### src/rtl/rf_wb_sink.sv
// Register file at the DM/WB writeback sink: two registered read ports,
// write-to-read bypass and a load scoreboard that raises stall on load-use.
module rf_wb_sink #(
  parameter int DATA_W   = 16,
  parameter int ADDR_W   = 4,
  parameter int NUM_REGS = 16
) (
  input  logic              clk,
  input  logic              rst_n,
  input  logic [ADDR_W-1:0] p0_addr,
  input  logic [ADDR_W-1:0] p1_addr,
  input  logic              re0,
  input  logic              re1,
  input  logic              we,
  input  logic [ADDR_W-1:0] dst_addr,
  input  logic [DATA_W-1:0] dst,
  input  logic              ld_issue,
  input  logic [ADDR_W-1:0] ld_dst_addr,
  output logic [DATA_W-1:0] p0,
  output logic [DATA_W-1:0] p1,
  output logic              stall
);

  logic [DATA_W-1:0]   r_regs [NUM_REGS];
  logic [NUM_REGS-1:0] r_busy;
  logic [DATA_W-1:0]   r_p0;
  logic [DATA_W-1:0]   r_p1;

  logic [DATA_W-1:0]   w_val0;
  logic [DATA_W-1:0]   w_val1;
  logic                w_byp0;
  logic                w_byp1;
  logic                w_hit0;
  logic                w_hit1;
  logic                w_stall;

  assign w_byp0 = we && (dst_addr == p0_addr);
  assign w_byp1 = we && (dst_addr == p1_addr);

  always_comb begin
    w_val0 = r_regs[p0_addr];
    w_val1 = r_regs[p1_addr];
    if (w_byp0) w_val0 = dst;
    if (w_byp1) w_val1 = dst;
    if (p0_addr == '0) w_val0 = '0;
    if (p1_addr == '0) w_val1 = '0;
  end

  // a load completing this cycle is bypassed, so it does not stall
  assign w_hit0  = r_busy[p0_addr] && !w_byp0;
  assign w_hit1  = r_busy[p1_addr] && !w_byp1;
  assign w_stall = (re0 && w_hit0) || (re1 && w_hit1);

  always_ff @(posedge clk or negedge rst_n) begin
    if (!rst_n) begin
      for (int i = 0; i < NUM_REGS; i++) begin
        r_regs[i] <= '0;
      end
    end else if (we && dst_addr != '0) begin
      r_regs[dst_addr] <= dst;
    end
  end

  // set after clear: a younger load to the same register wins
  always_ff @(posedge clk or negedge rst_n) begin
    if (!rst_n) begin
      r_busy <= '0;
    end else begin
      if (we) r_busy[dst_addr] <= 1'b0;
      if (ld_issue && ld_dst_addr != '0) begin
        r_busy[ld_dst_addr] <= 1'b1;
      end
    end
  end

  always_ff @(posedge clk or negedge rst_n) begin
    if (!rst_n) begin
      r_p0 <= '0;
      r_p1 <= '0;
    end else if (!w_stall) begin
      if (re0) r_p0 <= w_val0;
      if (re1) r_p1 <= w_val1;
    end
  end

  assign p0    = r_p0;
  assign p1    = r_p1;
  assign stall = w_stall;

endmodule

### config.mk
export PLATFORM = sky130hd
export DESIGN_NAME = rf_wb_sink
export DESIGN_NICKNAME = d
export VERILOG_FILES = /design/src/rtl/rf_wb_sink.sv
export SDC_FILE = /design/constraint.sdc
export NUM_CORES = 1
export LEC_CHECK = 0
export CORE_MARGIN = 5
export CORE_UTILIZATION = 45
export CTS_CLUSTER_DIAMETER = 30
export CTS_CLUSTER_SIZE = 12
export DETAILED_ROUTE_END_ITERATION = 10
export SKIP_LAST_GASP = 1
export SLEW_MARGIN = 30
export SYNTH_ARGS = -nofsm -noshare
export SYNTH_HDL_FRONTEND = slang
export SYNTH_SLANG_ARGS = --single-unit
### constraint.sdc
create_clock -name clk -period 2.4 [get_ports clk]
set_input_delay 0.36 -clock clk [delete_from_list [all_inputs] [get_ports clk]]
set_output_delay 0.36 -clock clk [all_outputs]
set_load 0.03 [all_outputs]
# --- Word-level counts from Yosys, hierarchy flattened ---
# Index checks and enable logic that the tools add are counted.
classes:
  magnitude_cmp: 10
  n_eq_ne: 2
  muxes: 23
  bitwise_logic: 7
  n_reduce_logical: 20
ops:
  columns: ["op", "count"]
  rows:
  - ["$bwmux W256", 1]
  - ["$mux W16", 11]
  - ["$bmux W16 S4", 2]
  - ["$demux W16 S4", 1]
  - ["$lt A4 B5 Y1 const B", 4]
  - ["$and A16 B16 Y16", 1]
  - ["$not A16 Y16", 1]
  - ["$or A16 B16 Y16", 1]
  - ["$ge A5 B5 Y1 const B", 3]
  - ["$not A4 Y5", 3]
  - ["$logic_and A1 B1 Y1", 11]
  - ["$bmux W1 S4", 2]
  - ["$demux W1 S4", 2]
  - ["$eq A4 B4 Y1", 2]
  - ["$ge A4 B1 Y1 const B", 2]
  - ["$logic_not A4 Y1", 2]
  - ["$reduce_bool A4 Y1", 2]
  - ["$lt A5 B1 Y1 const B", 1]
  - ["$mux W1", 4]
  - ["$reduce_and A2 Y1", 2]
  - ["$logic_not A1 Y1", 2]
  - ["$logic_or A1 B1 Y1", 1]
  - ["$not A1 Y1", 1]
word_totals:
  ff_bits: 304
  output_inout_bits: 33
  wordCells: 81

# --- Depth between registers and ports, before layout ---
depth:
  ltp_word: 9
  depth_mapped: 11
  depth_no_buf: 6

# --- Worst setup path after synthesis ---
# Ideal clock, no wire load.
synth_path:
  kind: "input to output"
  start: "input port p0_addr[2]"
  end: "output port stall"
  arrival_ps: 1933
  required_ps: 2040
  path_slack_ps: 107
  stages: 7
  path_buffers: 2
  cell_sequence: "buf_4 > mux4_2 > mux2i_1 > mux2i_1 > nand2_1 > clkbuf_1 > nand2_1"
synth_via:
  elab_chain_cells: 6
synth_lines:
  columns: ["item", "line", "text"]
  rows:
  - ["start: declaration", "10", "input logic [ADDR_W-1:0] p0_addr,"]
  - ["parallel branches: the longest is 3 deep, another holds $bmux W1 S4", null, null]
  - ["$logic_and A1 B1 Y1 *", "50", "assign w_hit0 = r_busy[p0_addr] && !w_byp0;"]
  - ["$logic_and A1 B1 Y1 *", "52", "assign w_stall = (re0 && w_hit0) || (re1 && w_hit1);"]
  - ["$logic_or A1 B1 Y1 *", "52", null]
  - ["end: declaration", "21", "output logic stall"]
# Every way passes the cells marked *. The select of a mux whose other input is x is not followed.

# --- Worst setup path after layout ---
layout_path:
  start: "register r_busy[4]"
  end: "output port stall"
layout_via:
  elab_chain_cells: 5
layout_lines:
  columns: ["item", "line", "text"]
  rows:
  - ["start: declaration", "25", "logic [NUM_REGS-1:0] r_busy;"]
  - ["start signal: assignment", "67", "r_busy <= '0;"]
  - ["start signal: indexed assignment", "69", "if (we) r_busy[dst_addr] <= 1'b0;"]
  - ["start signal: indexed assignment", "71", "r_busy[ld_dst_addr] <= 1'b1;"]
  - ["$bmux W1 S4, on equally long branches", "50, 51", null]
  - ["$mux W1, on equally long branches", "50, 51", null]
  - ["$logic_and A1 B1 Y1, on equally long branches", "50, 51", null]
  - ["$logic_and A1 B1 Y1", "52", null]
  - ["$logic_or A1 B1 Y1 *", "52", null]
# Mark *: on every way between the ends. The rest lies on a longest branch, timed or not. The select of a mux whose other input is x is not followed.

==> reports/qor.yml <==
stdcell_count: 2022
vias: 12813
grt_pass1_vias: 13695
die_area_um2: 40710
hold_violations: 0
io_buffers: 70
slew_viol_final: 0
place_congestion: 0.9033
leakagePower_nw: 9.424
synth_area_per_cell_um2: 12.81
num_rows: 70
mostFrequentLayoutCell: "dfrtp_1"
post-route-period-util_pct: 117.5
grt_pass1_wl_um: 86260
r2r-start: "r_busy[4]$_DFF_PN0_"
die_y_um: 201.8
outcome: "finished with violations"
fillers: 2928
power_mw: 23.20
worstPathRequired_ns: 2.04
path_max_fanout: 2
synth_nets: 1330
regArea_um2: 7607
clock_sinks: 304
fin_util_pct: 59.78
fin_skew_ns: 0.01973
insertion_delay_ns: 0.59
die_w_um: 201.8
max_stage_delay_ns: 0.56
ys_ff_latch: 304
cts_buffers: 77
drive_gt1_share_pct: 44.85
ys_warn_count: 0
async_flop_share_pct: 100.0
yosysUniqueCellTypes: 43
multi_input_area_um2: 8413
drc: 0
violations: "setup timing"
worst_pin_slew_ns: 0.9784
hpwl_um: 37090
synth_edf_count: 0
mostFrequentLayoutCells: "304 x dfrtp_1, 240 x mux2_2, 164 x buf_4"
hp-class: "primary input to asynchronous set/reset pin"
synth_area_um2: 16550
synthCells: 1292
grt_max_degree: 94
cts_root_buf: "clkbuf_16"
ys.flop_type: "dfrtp_1"
antenna_cells: 0
max_slew_margin_pct: 34.64
period_needed_ns: 2.821
max_freq_ghz: 0.3545
cts.clk_slew.worst_paths_ns: 0.05
overflow: 0
setup-tns-final_ns: -6.157
core_area_um2: 36430
drv_cap: 0
crit_chain: "buf_6 > mux4_2 > mux4_2 > nand3_4 > nand2_4 > buf_6"
setup_viol: 33
crit_start: "r_busy[4]$_DFF_PN0_"
final_nets: 1531
cts.path.max_buffers: 3
io_pins: 71
antenna_found_initial: 0
wl_per_cell_um: 28.21
cts_tree: "built"
slowest_stage: "mux4_2"
initial_utilization_pct: 45.42
ant_nets: 0
grtUsageTotal_pct: 27.84
rsz0062_at_grt: "yes"
dr.pass1.iters: 5
wirelength_um: 57030
worstSetupPathType: "register to output port"
endpoint_kind: "output port"
vdd_ir_drop_max_v: 0.0007608
place_ws_ns: -0.6649
placedCellCount: 1875
startpoint_type: "register"
crit_arrival_ns: 2.46
drt_iter0_drc: 1188
area_growth_pct: 31.60
htree_levels: 3
yosysSeqAreaShare_pct: 45.97
setup_ws_ns: -0.4211
via_per_inst: 6.337
power_density_nw_per_um2: 1065
==> final cells by class <==
cell class / count / area share (%)
multi-input cells: 843 / 38.63
flip-flops and latches: 304 / 34.93
repair buffers: 263 / 11.40
clock buffers: 106 / 10.28
well taps: 468 / 2.689
clock inverters: 34 / 2.005
inverters: 4 / 0.06894
==> power by group <==
part	internal (mW)	switching (mW)	leakage [nW]	total, mW
Sequential	6.35	1.01	3.78	7.37
Combinational	2.73	2.53	4.33	5.26
Clock	7.42	3.15	1.31	10.6
Total	16.5	6.70	9.42	23.2
==> flip-flops by register name (all words and copies together) (netlist names) <==
register  flops
p1           16
r_regs      256
r_busy       16
p0           16
==> critical path: cells and delay by family (launching register included) <==
kind / cells / cell delay, ns
mux: 2 / 1.05
flops: 1 / 0.39
simple gates: 2 / 0.18
buf+inv: 2 / 0.26
==> cell families (layout without fill, tap and decap cells) <==
logic type	Yosys count	count (layout)	share of synthesized area (%)
flip-flops	304	304	45.97
multiplexers	444	444	34.21
AND/OR/NAND/NOR	121	121	4.052
buffers and inverters	146	407	4.279
AO/OA/AOI/OAI	269	270	11.07
XOR/XNOR	8	8	0.4234
==> worst paths after layout <==
check / endpoint / cells past startpoint / slack (ns)
max: stall / 6 / -0.42
min: r_regs[49]$_DFFE_PN0P_ / 2 / 0.20
max reg2reg: p1[15]$_DFFE_PN0P_ / 9 / -0.24
min reg2reg: r_regs[244]$_DFFE_PN0P_ / 0 / 0.40
max in group asynchronous: r_busy[11]$_DFF_PN0_ / 3 / 1.43
min in group clk: r_regs[244]$_DFFE_PN0P_ / 0 / 0.40
==> Yosys cell counts (all sizes together) (20+ instances only) <==
cell	instances	area share (%)
o21ai	20	0.60
nor2b	20	0.77
nor2	26	0.74
mux4	73	10
mux2i	131	7.9
buf	60	2.3
o31ai	32	1.5
clkbuf	82	1.9
o22ai	80	3.0
a21oi	64	1.9
mux2	240	16
dfrtp	304	46
nand2	27	0.63
==> through the flow <==
stage          cell area (um^2)  hold slack [ns]
3_5_place_dp              18890           0.1907
2_1_floorplan             16550          0.06441
5_1_grt                   21780           0.2051
3_3_place_gp              18890           0.1898
6_report                  21780           0.1952
4_1_cts                   21630           0.1698
==> per-layer routing <==
layer | vias up | routed length, um | track usage [%]
met2 | 554 | 27390 | 45.09
met5 | - | 0 | 0
met4 | 0 | 3203 | 14.48
met1 | 6635 | 22280 | 35.24
li1 | 5419 | - | -
met3 | 205 | 4153 | 6.225
==> timing repair <==
item                                    CTS  global route
hold buffers                              1             0
cloned                                    0             1
endpoints found under the hold margin   298             0
resized for setup                         6            23
endpoints found under the setup margin   22            33
buffers inserted                          4             1
pin swaps                                 2            14
Power figures use the tool's default switching activity.
